===== src/rtl/disp_pkg.sv =====
// rtl/disp_pkg.sv - shared types and constants for the display channel selector
package disp_pkg;

    // Selector operating mode: manual key stepping or timed auto-scroll
    typedef enum logic {
        MANUAL = 1'b0,
        AUTO   = 1'b1
    } disp_state_e;

    // Default geometry of the taxi-meter front panel
    localparam int DEF_N_CH      = 3;
    localparam int DEF_DATA_W    = 16;
    localparam int DEF_PNT_W     = 4;
    localparam int DEF_DWELL_CYC = 100_000_000;

    // Fixed channel positions on the panel
    localparam int CH_DIST  = 0;
    localparam int CH_TIME  = 1;
    localparam int CH_PRICE = 2;

endpackage


===== src/rtl/key_edge_det.sv =====
// rtl/key_edge_det.sv - one-bit rising-edge detector for debounced keys
module key_edge_det (
    input  logic clk,
    input  logic sys_reset_n,
    input  logic key_i,
    output logic rise_o
);

    logic hist_q;

    // History resets high so a key already held at reset release is not seen as a press
    always_ff @(posedge clk or negedge sys_reset_n) begin
        if (!sys_reset_n) begin
            hist_q <= 1'b1;
        end else begin
            hist_q <= key_i;
        end
    end

    assign rise_o = key_i & ~hist_q;

endmodule


===== src/rtl/disp_chan_sel.sv =====
// rtl/disp_chan_sel.sv - display channel selector with key stepping and auto-scroll
module disp_chan_sel
    import disp_pkg::*;
#(
    parameter  int N_CH      = DEF_N_CH,
    parameter  int DATA_W    = DEF_DATA_W,
    parameter  int PNT_W     = DEF_PNT_W,
    parameter  int DWELL_CYC = DEF_DWELL_CYC,
    localparam int SEL_W     = $clog2(N_CH)
) (
    input  logic                    clk,
    input  logic                    sys_reset_n,
    input  logic                    key_next,
    input  logic                    key_prev,
    input  logic                    auto_en,
    input  logic [N_CH*DATA_W-1:0]  ch_data,
    input  logic [N_CH*PNT_W-1:0]   ch_point,
    output logic [DATA_W-1:0]       dis_data,
    output logic [PNT_W-1:0]        dis_point,
    output logic [SEL_W-1:0]        dis_sel,
    output logic                    dis_chg
);

    localparam int               DW_W       = $clog2(DWELL_CYC);
    localparam logic [SEL_W-1:0] LAST_CH    = SEL_W'(N_CH - 1);
    localparam logic [DW_W-1:0]  DWELL_LAST = DW_W'(DWELL_CYC - 1);

    disp_state_e       state_q, state_d;
    logic [SEL_W-1:0]  sel_q, sel_d;
    logic [DW_W-1:0]   dwell_q, dwell_d;
    logic              chg_q, chg_d;
    logic [DATA_W-1:0] dis_data_q;
    logic [PNT_W-1:0]  dis_point_q;

    logic              next_p, prev_p;
    logic              step_fwd, step_bwd;
    logic [SEL_W-1:0]  sel_fwd, sel_bwd;

    key_edge_det u_next_edge (
        .clk         (clk),
        .sys_reset_n (sys_reset_n),
        .key_i       (key_next),
        .rise_o      (next_p)
    );

    key_edge_det u_prev_edge (
        .clk         (clk),
        .sys_reset_n (sys_reset_n),
        .key_i       (key_prev),
        .rise_o      (prev_p)
    );

    // Simultaneous presses cancel each other out
    assign step_fwd = next_p & ~prev_p;
    assign step_bwd = prev_p & ~next_p;

    // Explicit wrap so non-power-of-two channel counts never reach an unused index
    assign sel_fwd = (sel_q == LAST_CH) ? '0 : sel_q + 1'b1;
    assign sel_bwd = (sel_q == '0) ? LAST_CH : sel_q - 1'b1;

    // Mode register
    always_ff @(posedge clk or negedge sys_reset_n) begin
        if (!sys_reset_n) begin
            state_q <= MANUAL;
        end else begin
            state_q <= state_d;
        end
    end

    // Mode follows the auto_en level
    always_comb begin
        state_d = state_q;
        case (state_q)
            MANUAL:  if (auto_en)  state_d = AUTO;
            AUTO:    if (!auto_en) state_d = MANUAL;
            default: state_d = MANUAL;
        endcase
    end

    // Selection and dwell update; a key step wins over a coincident dwell expiry
    always_comb begin
        sel_d   = sel_q;
        dwell_d = '0;
        chg_d   = 1'b0;
        if (step_fwd) begin
            sel_d = sel_fwd;
            chg_d = 1'b1;
        end else if (step_bwd) begin
            sel_d = sel_bwd;
            chg_d = 1'b1;
        end else if (state_q == AUTO && auto_en) begin
            if (dwell_q == DWELL_LAST) begin
                sel_d = sel_fwd;
                chg_d = 1'b1;
            end else begin
                dwell_d = dwell_q + 1'b1;
            end
        end
    end

    // Selection, dwell counter and change pulse
    always_ff @(posedge clk or negedge sys_reset_n) begin
        if (!sys_reset_n) begin
            sel_q   <= '0;
            dwell_q <= '0;
            chg_q   <= 1'b0;
        end else begin
            sel_q   <= sel_d;
            dwell_q <= dwell_d;
            chg_q   <= chg_d;
        end
    end

    // Channel read mux, registered every cycle from the registered selection
    always_ff @(posedge clk or negedge sys_reset_n) begin
        if (!sys_reset_n) begin
            dis_data_q  <= '0;
            dis_point_q <= '0;
        end else begin
            dis_data_q  <= ch_data[int'(sel_q)*DATA_W +: DATA_W];
            dis_point_q <= ch_point[int'(sel_q)*PNT_W +: PNT_W];
        end
    end

    assign dis_data  = dis_data_q;
    assign dis_point = dis_point_q;
    assign dis_sel   = sel_q;
    assign dis_chg   = chg_q;

endmodule


===== config.mk =====
export PLATFORM = sky130hd
export DESIGN_NAME = disp_chan_sel
export DESIGN_NICKNAME = d
export VERILOG_FILES = /design/src/rtl/disp_pkg.sv /design/src/rtl/key_edge_det.sv /design/src/rtl/disp_chan_sel.sv
export SDC_FILE = /design/constraint.sdc
export NUM_CORES = 1
export LEC_CHECK = 0
export ABC_AREA = 1
export CORE_ASPECT_RATIO = 0.75
export CORE_MARGIN = 4
export CORE_UTILIZATION = 53
export CTS_BUF_LIST = sky130_fd_sc_hd__clkbuf_4 sky130_fd_sc_hd__clkbuf_8
export CTS_CLUSTER_DIAMETER = 40
export DETAILED_ROUTE_END_ITERATION = 10
export HOLD_SLACK_MARGIN = 0.06
export PLACE_DENSITY = 0.86
export RECOVER_POWER = 25
export SLEW_MARGIN = 20
export SYNTH_ARGS = -nofsm -noshare
export SYNTH_HDL_FRONTEND = slang
export SYNTH_SLANG_ARGS = --single-unit

===== constraint.sdc =====
create_clock -name clk -period 3.15 [get_ports clk]
set_clock_uncertainty 0.1 [all_clocks]
set_input_delay 0.63 -clock clk [delete_from_list [all_inputs] [get_ports clk]]
set_output_delay 0.63 -clock clk [all_outputs]
set_load 0.005 [all_outputs]

==> impl_metrics.ini <==
[timing]
timing.final.max_slew_violations = 0
finalWorstSetupSlack_ps = 841
finalHoldViolations = 0
post-route-period-util_pct = 73.3
slew_headroom_pct = 24.0
worstMarginPinSlew_ps = 1140
tns_ps = 0
max_clock_freq_mhz = 433
layout_min_cycle_time_ps = 2310
setup_viol = 0
rsz_0062_raised_after_global_routing = no

[placed_design]
post-place-ws_ps = 588
dp_hpwl_mm = 6.02
placed_cell_area_sq_um = 3880
portBuffers = 87
place_congestion = 0.918

[final_layout]
multi_input_comb_area_sq_um = 1420
fillerInstances = 438
stdcell_area_sq_um = 3970
num_antenna_cells = 0
synthToLayoutAreaGrowth_pct = 35.7
post_route_cells_drive_above_1_share_pct = 5.33
seq_area_sq_um = 1330
finalNetCount = 558

[logic_synthesis]
area_contributors_post_synth = dfrtp_1, nor2_1, nand2_1
synth_cell_type_count = 25
yosysTopAreaCell = dfrtp_1
yosysSeqAreaShare_pct = 45.4
synth-main-ff-cell = dfrtp_1
async_flop_share_pct = 100
postSynthAreaPerCell_sq_um = 7.33
yosysMostFrequentCell = nor2_1
yosys_register_bits = 53
proportion_of_netlist_area_held_by_the_largest_area_contributor_pct = 43.6
synth-edff-count = 0
post_synth_inst_count = 399
synth_commonest_cells = nor2_1, nand2_1, dfrtp_1
syn_area_sq_um = 2930
syn-num-nets = 470
yosysWarningCount = 0

[critical_path]
cp-end-kind = flip-flop
timing.critical_path.fanout_max = 16
cp_cell_sequence = dlygate4sd3_1 > inv_1 > nor2_1 > inv_1 > ha_1 > nor2_1 > nand2_1 > nor2_1 > buf_4 > inv_2 > nor2_1
critical_path.slowest_cell = dlygate4sd3_1
crit_buf_inv = 5
r2r.worst_path.cells = 11
criticalPathCategory = in2reg
r2r-end = dwell_q[15]
cp.required_ps = 3280
cp_data_arrival_time_ps = 2440
reg2reg_from = dwell_q[0]
startpoint = key_prev
critical_path_depth = 11
timing.reg2reg.setup_slack_ps = 1150
start_kind = primary input
worst_path_dominant_cell_family = buffers and inverters
delay_of_the_slowest_cell_on_the_worst_path_ps = 550
critical-path-top-cell-by-count = nor2_1

[floorplanning]
boundaryPins = 88
die_height_um = 72.4
die_x_um = 93.8
floorplan.initialDensity_pct = 54.7
total_die_area_sq_um = 6790
floorplan.rows = 23
coreArea_sq_um = 5350

[power_and_ir_drop]
switchingPower_mw = 0.550
leakage_nw = 1.58
p_int_mw = 1.34
swShare_pct = 29.1
power.share.combinational_pct = 34.0
sequentialPowerShare_pct = 44.5
clock_power_share_pct = 21.5
power_per_cell_area_nw_per_um2 = 475
worst_ir_drop_vdd_mv = 0.339

[job]
cap_violations = 0

[route]
wl_per_cell_um = 13.7
drc = 0
dr_total_vias = 2871
via_cell_ratio = 5.10
drtAntennaViolNets = 0
drt_pre_antenna_iters = 4
drt_iter0_drc = 173
wirelength_mm = 7.72

[worst_hold_path]
timing.hold.worst.class = reg2reg
hold_crit_depth = 1
holdPathEnd = dwell_q[0]
holdCritStartpoint = dwell_q[0]

[cts]
cts_num_sinks = 53
clk_latency_ps = 300
cts.path.max_buffers = 2
postCtsHoldBufs = 0
cts_buffers = 5
cts.repair.resized = 0
post-cts-setup-buffer-count = 0
h-tree-depth = 2
clk_pin_slew_ps = 90
clock-root-buffer = clkbuf_8
clock_tree_from_tritoncts = yes

[global_route]
grt_start_max_net_pins = 34
grt.overflow.total = 0
grt_first_pass_wirelength_mm = 12.4
gr-usage-all-layers_pct = 22.8
number_of_global_route_vias_before_repair = 2652
grt_antenna_before_repair = 0

[outcome]
status = finished, final reports clean
how the worst max path moves through the flow:
stage / slack, ps / end
floorplan: 1320 / dwell_q[20]
global placement: 710 / dwell_q[11]
detailed placement: 590 / dwell_q[15]
CTS: 910 / dwell_q[15]
global route: 680 / dwell_q[7]
finish: 840 / dwell_q[15]
layer usage:
metal	GRT usage [%]	part of all wire (%)	vias up
li1	-	-	1438
met1	33.3	46	1323
met2	35.1	46	102
met3	4.97	6.7	8
met4	4.65	1.0	0
met5	0	0	-
per-stage QoR:
step,instances,utilization (%),hold slack [ps],power [mW]
2_1_floorplan,399,-,234,1.09
4_1_cts,563,74.3,179,1.91
5_1_grt,563,74.2,409,2.00
6_report,563,74.2,373,1.89
3_5_place_dp,555,72.4,368,1.50
3_3_place_gp,555,72.4,346,1.48
sequential cells by signal, indices dropped and copies added (netlist names):
register	flops
dis_data	16
dis_point	4
dwell_q	27
dis_sel	2
dis_chg	1
u_prev_edge.hist_q	1
u_next_edge.hist_q	1
state_q	1
logic make-up after synthesis:
| logic type | Yosys count | share of synthesized area, % |
|---|---|---|
| buf+inv | 45 | 6.07 |
| flops | 53 | 45.4 |
| fa+ha+maj | 6 | 2.57 |
| mux | 1 | 0.385 |
| xor+xnor | 14 | 4.19 |
| simple gates | 230 | 32.7 |
| compound gates | 50 | 8.64 |
power groups by stage:
stage	Sequential (mW)	Combinational (mW)	Clock [mW]
after floorplan	0.864	0.221	0
after global placement	0.851	0.631	0
after detailed placement	0.854	0.646	0
after CTS	0.842	0.651	0.413
after global routing	0.852	0.705	0.446
final	0.840	0.641	0.406
worst register-to-register path, cell delays in order, from the launching register on:
cell     delay, ps
dfrtp_1        380
ha_1           250
inv_1          110
nor2_4         140
nand2_2        130
inv_2           80
nand2_1         40
nor2_1         100
nor2_1          50
buf_4          170
inv_2          230
nor2_1          90
cell usage in the layout, fill, tap and decap left out, types with 2 or more instances in the layout:
master / netlist / routed
nor2_1: 97 / 97
clkdlybuf4s50_1: 0 / 83
nand2_1: 78 / 78
dfrtp_1: 51 / 51
o21ai_0: 41 / 41
nand3_1: 41 / 41
inv_1: 31 / 31
a21oi_1: 8 / 8
xnor2_1: 7 / 7
xor2_1: 7 / 7
ha_1: 6 / 6
clkbuf_8: 0 / 6
buf_4: 0 / 5
nor2_2: 3 / 3
nand4_1: 3 / 3
dlygate4sd3_1: 0 / 3
nand2_2: 2 / 2
nor2_4: 2 / 2
inv_2: 2 / 2
nor3_1: 2 / 2
dfstp_2: 2 / 2
layout make-up:
class | instances | area share [%]
clock inverter | 1 | 0.189
multi-input combinational | 301 | 35.8
timing repair buffer | 93 | 22.8
inverter | 33 | 3.12
clock buffer | 7 | 2.27
tap | 75 | 2.36
sequential | 53 | 33.5
Note: power is estimated with default switching activity, not from simulation.
==> patch 1: new RTL, config.mk and constraints unchanged <==
Change the package constant `DEF_PNT_W` from 4 to 3.
--- a/src/rtl/disp_pkg.sv
+++ b/src/rtl/disp_pkg.sv
@@ -10,7 +10,7 @@
     // Default geometry of the taxi-meter front panel
     localparam int DEF_N_CH      = 3;
     localparam int DEF_DATA_W    = 16;
-    localparam int DEF_PNT_W     = 4;
+    localparam int DEF_PNT_W     = 3;
     localparam int DEF_DWELL_CYC = 100_000_000;
 
     // Fixed channel positions on the panel
Ports: changed (resized ch_point and dis_point); port bits go from 88 to 84. The function was not compared with the original's and may differ.
==> patch 1 against the unedited design <==
  * Largest cell class unchanged
  * Total power decreased by 3.9%
  * First-iteration DRC count increased by 6.9%
  * Critical endpoint is now dis_sel[1]
  * Setup slack got worse by 0.23 ns
  * Highest routed layer unchanged
  * Sequential cell count fell by 1
  * Final cell count down 4.3%
  * Design area decreased by 3.7%
  * Synthesized area is 2.7% lower
  * Routed wire length decreased by 5.5%
  * Sequential share of layout area increased by 0.62 points
  * Synthesized cell count down 3.8%
==> patch 1: results (changes against the unedited design) <==
stage,metric,value,unit,change
clock_network,clk_lat worst skew,0.30,ns,about the same
clock_network,number of CTS-inserted buffers,5,,unchanged
logic_synthesis,"Seq/Total Area, Yosys",45.8,%,+0.36 points
clock_network,CTS root buf,clkbuf_8,,
clock_network,Setup Buffers After CTS,0,,unchanged
timing,Worst-Margin Slew,1.25,ns,+0.113 ns
power,Leak,0.00156,uW,-1.6%
setup_path,Top Family by Delay on Critical Path,flip-flops,,
setup_path,CP max FO,23,,+7
logic_synthesis,count of cell types in the netlist,23,,-8.0%
hold_path,Hold Path Origin,dwell_q[0],,
logic_synthesis,Synth area leaders,"dfrtp_1 (44%), nor2_1 (12%), nand2_1 (9.9%)",,
logic_synthesis,Mapped Nets,452,,-3.8%
setup_path,r2r setup slk,1.16,ns,
setup_path,"Slowest-stage cell, CP",dfrtp_1,,
setup_path,worst r2r path cells,6,,-5
global_route,vias in the first global route,2486,,-6.3%
clock_network,H-tree Lvls,2,,unchanged
routing,drt total wl,7300,um,-5.5%
finish,fin nets,534,,-4.3%
finish,Antenna Cells,0,,unchanged
setup_path,CP peak stage delay,0.86,ns,+0.31 ns
timing,final setup fails,0,,unchanged
finish,fin cells,539,,-4.3%
logic_synthesis,synth cell count leaders,"nor2_1 (94), nand2_1 (75), dfrtp_1 (50), o21ai_0 (39), nand3_1 (37)",,
job,Max-Cap Viols,0,,unchanged
global_route,largest net degree at the start of global routing,53,,+56%
setup_path,CP Data Arrival Time,1.81,ns,-0.63 ns
finish,share of post-route cells with drive strength above 1,5.57,%,+0.24 points
routing,DR vias/cell,4.97,,-2.5%
routing,DRT iter0 DRCs,185,,+6.9%
global_route,first-pass GRT wire length,11700,um,-5.3%
hold_path,Worst Hold Class,flip-flop to flip-flop,,
placed_design,GP Congestion,0.926,,+0.86%
placed_design,Post-Place Setup Slack,0.411,ns,-0.177 ns
placed_design,hpwl dp,5620,um,-6.7%
setup_path,reg2reg start,dis_sel[1],,
power,Max VDD drop,0.321,mV,-5.4%
finish,max reg flops,27,,unchanged
routing,first drt pass iteration count,4,,unchanged
status,status,finished clean,,
global_route,initial antenna violation count,0,,unchanged
logic_synthesis,average cell area after synthesis,7.42,um^2,+1.2%
global_route,GRT Overall Usage,22.3,%,-0.51 points
logic_synthesis,Post-synth ARST share,100,%,unchanged
placed_design,Port Buffers,83,,-4.6%
setup_path,reg2reg end,dis_sel[0],,
[patch 1: worst max path at each step]
stage	startpoint	end	slack (ns)	cells past startpoint
5_1_grt	key_next	dwell_q[3]	0.46	10
2_1_floorplan	key_prev	dwell_q[20]	1.33	10
4_1_cts	dis_sel[1]	dis_sel[1]	0.60	1
3_5_place_dp	key_next	dwell_q[3]	0.41	10
3_3_place_gp	key_prev	dwell_q[16]	0.51	10
6_report	dis_sel[1]	dis_sel[1]	0.61	1
[patch 1: cells by family after synthesis]
group,Yosys count,synth area share [%]
AO/OA/AOI/OAI,44,7.73
XOR/XNOR,15,4.61
adder cells (fa/ha/maj),6,2.63
buffers and inverters,48,7.07
flip-flops,52,45.8
multiplexers,1,0.395
AND/OR/NAND/NOR,218,31.8
[patch 1: cell type report]
cell class                 count  area [um^2]
timing repair buffer          87          853
sequential                    52         1300
multi-input combinational    284         1340
inverter                      36          138
tap                           72         90.1
clock buffer                   7         90.1
fill                         379         1210
clock inverter                 1         7.51
[patch 1: power breakdown]
part,switching [uW],leakage [uW],internal (uW)
combinational,256,0.000839,335
sequential,48.4,0.000669,777
clock,210,0.0000479,187
total,514,0.00156,1300
[patch 1: routing by layer]
layer,track usage [%],part of all wire (%),up-vias
met5,0,0,-
li1,-,-,1368
met1,31.1,44,1217
met3,4.41,7.1,10
met2,35.5,48,85
met4,6.34,1.7,0
[patch 1: through the flow]
stage,power [uW],cell area [um^2],hold WS [ns],utilization (%)
floorplan,1060,2850,0.234,-
global placement,1420,3730,0.348,74.1
detailed placement,1440,3730,0.354,74.1
CTS,1840,3830,0.359,76.0
global route,1930,3830,0.392,76.0
finish,1810,3830,0.369,76.0
==> patch 2: new RTL, same flow settings <==
Made on the original files. Reset style: synchronous (`sys_reset_n`), changed in 4 clocked blocks.
--- a/src/rtl/key_edge_det.sv
+++ b/src/rtl/key_edge_det.sv
@@ -9,7 +9,7 @@
     logic hist_q;
 
     // History resets high so a key already held at reset release is not seen as a press
-    always_ff @(posedge clk or negedge sys_reset_n) begin
+    always_ff @(posedge clk) begin
         if (!sys_reset_n) begin
             hist_q <= 1'b1;
         end else begin
--- a/src/rtl/disp_chan_sel.sv
+++ b/src/rtl/disp_chan_sel.sv
@@ -59,7 +59,7 @@
     assign sel_bwd = (sel_q == '0) ? LAST_CH : sel_q - 1'b1;
 
     // Mode register
-    always_ff @(posedge clk or negedge sys_reset_n) begin
+    always_ff @(posedge clk) begin
         if (!sys_reset_n) begin
             state_q <= MANUAL;
         end else begin
@@ -99,7 +99,7 @@
     end
 
     // Selection, dwell counter and change pulse
-    always_ff @(posedge clk or negedge sys_reset_n) begin
+    always_ff @(posedge clk) begin
         if (!sys_reset_n) begin
             sel_q   <= '0;
             dwell_q <= '0;
@@ -112,7 +112,7 @@
     end
 
     // Channel read mux, registered every cycle from the registered selection
-    always_ff @(posedge clk or negedge sys_reset_n) begin
+    always_ff @(posedge clk) begin
         if (!sys_reset_n) begin
             dis_data_q  <= '0;
             dis_point_q <= '0;
Formal check against the unedited RTL: differs if sys_reset_n is asserted again (counterexample within 4 cycles, from zero or initial values and one cycle with sys_reset_n low); with sys_reset_n held inactive, the same outputs for 10 cycles.
==> patch 2 against the unedited design <==
  * Routed wire length down 3.0%
  * Critical path type unchanged
  * Die area decreased by 8.7%
  * Critical endpoint is now dwell_q[2]
  * First-iteration DRC count decreased by 9.2%
  * Design area fell by 8.4%
  * Sequential share of layout area fell by 4.3 points
  * Synthesized area decreased by 9.6%
  * Global-route usage increased by 2.0 points
  * Sequential cell count unchanged
  * Setup slack lost 0.15 ns
  * Count of clock-buffer cells in the layout decreased by 2
Power is not compared: it rests on default switching activity, and its combinational part moved more than twofold at a synthesized area within 25%.
==> patch 2: results (changes against the unedited design) <==
stage,metric,value,unit,change
setup_path,worst r2r path cells,7,,-4
finish,fill count,379,,-13%
finish,fin cells,525,,-6.7%
logic_synthesis,Mapped Nets,452,,-3.8%
timing,Worst-Margin Slew,0.704,ns,-0.435 ns
placed_design,GP Congestion,0.969,,+5.5%
setup_path,CP peak stage delay,0.45,ns,-0.10 ns
setup_path,"Slowest-stage cell, CP",clkdlybuf4s50_1,,
global_route,largest net degree at the start of global routing,25,,-26%
setup_path,reg2reg start,u_next_edge.hist_q,,
global_route,vias in the first global route,2537,,-4.3%
logic_synthesis,dominant synthesized flop cell,dfxtp_1,,
routing,M1 WL,3280,um,-7.6%
logic_synthesis,synth cell count leaders,"nor2_1 (95), nand2_1 (72), dfxtp_1 (53), inv_1 (30), a21oi_1 (29)",,
placed_design,placed insts,517,,-6.8%
routing,WL/cell,14.3,um,+4.0%
finish,share of post-route cells with drive strength above 1,6.20,%,+0.87 points
logic_synthesis,Post-synth ARST share,0,%,-100 points
setup_path,r2r setup slk,1.20,ns,+0.05 ns
global_route,met3 Use GR,7.60,%,+2.6 points
timing,WHS,0.386,ns,+0.0132 ns
routing,DR WL met3,709,um,+37%
logic_synthesis,"Seq/Total Area, Yosys",40.1,%,-5.3 points
logic_synthesis,Gate Count Post-Synth,381,,-4.5%
global_route,met1 Usage GRT,33.5,%,+0.22 points
routing,DRT iter0 DRCs,157,,-9.2%
placed_design,hpwl dp,5870,um,-2.5%
status,status,finished clean,,
setup_path,reg2reg end,dwell_q[2],,
placed_design,Post-Place Setup Slack,0.404,ns,-0.184 ns
hold_path,hold path endpoint,dwell_q[0],,
==> patch 2: changes by cell type after synthesis, sizes merged, moves of 4 or more <==
cell,before,now
a21oi,8,31
dfrtp,51,0
dfxtp,0,53
nand3,41,14
nor3,2,7
o21ai,41,22
xnor2,7,3
==> patch 2: power by group through the flow <==
stage | Clock, uW | Combinational [uW] | Sequential, uW
finish | 380 | 259 | 716
global route | 427 | 285 | 721
CTS | 386 | 264 | 717
detailed placement | 0 | 262 | 732
global placement | 0 | 257 | 732
floorplan | 0 | 96.1 | 733
==> patch 2: logic make-up (layout without fill, tap and decap cells) <==
kind of cell | after synthesis | count (layout) | share of synthesized area (%)
multiplexers | 1 | 1 | 0.426
AND/OR/NAND/NOR | 211 | 211 | 34.8
AO/OA/AOI/OAI | 56 | 56 | 11.0
flip-flops | 53 | 53 | 40.1
buffers and inverters | 42 | 129 | 6.81
adder cells (fa/ha/maj) | 6 | 6 | 2.84
XOR/XNOR | 12 | 12 | 3.97
==> patch 2: critical path, delay by kind of cell <==
kind          cells  cell delay, ns
fa+ha+maj         1            0.36
buf+inv           3            0.57
simple gates      5            1.01
==> patch 2: final cells by class <==
class	instances	area (um^2)	area share, %
clock buffers	5	68.8	1.89
clock inverters	3	17.5	0.482
inverters	30	113	3.10
multi-input cells	286	1400	38.6
flip-flops and latches	53	1060	29.2
well taps	57	71.3	1.96
repair buffers	91	901	24.8
==> patch 2: worst max path at each step <==
stage,slack [ns],end,from,cells after the start
after global placement,0.53,dwell_q[2],key_next,9
after detailed placement,0.40,dwell_q[2],key_next,9
after global routing,0.44,dwell_q[2],key_next,9
after floorplan,1.18,dwell_q[23],key_next,9
after CTS,0.70,dwell_q[2],key_next,9
final,0.69,dwell_q[2],key_next,9
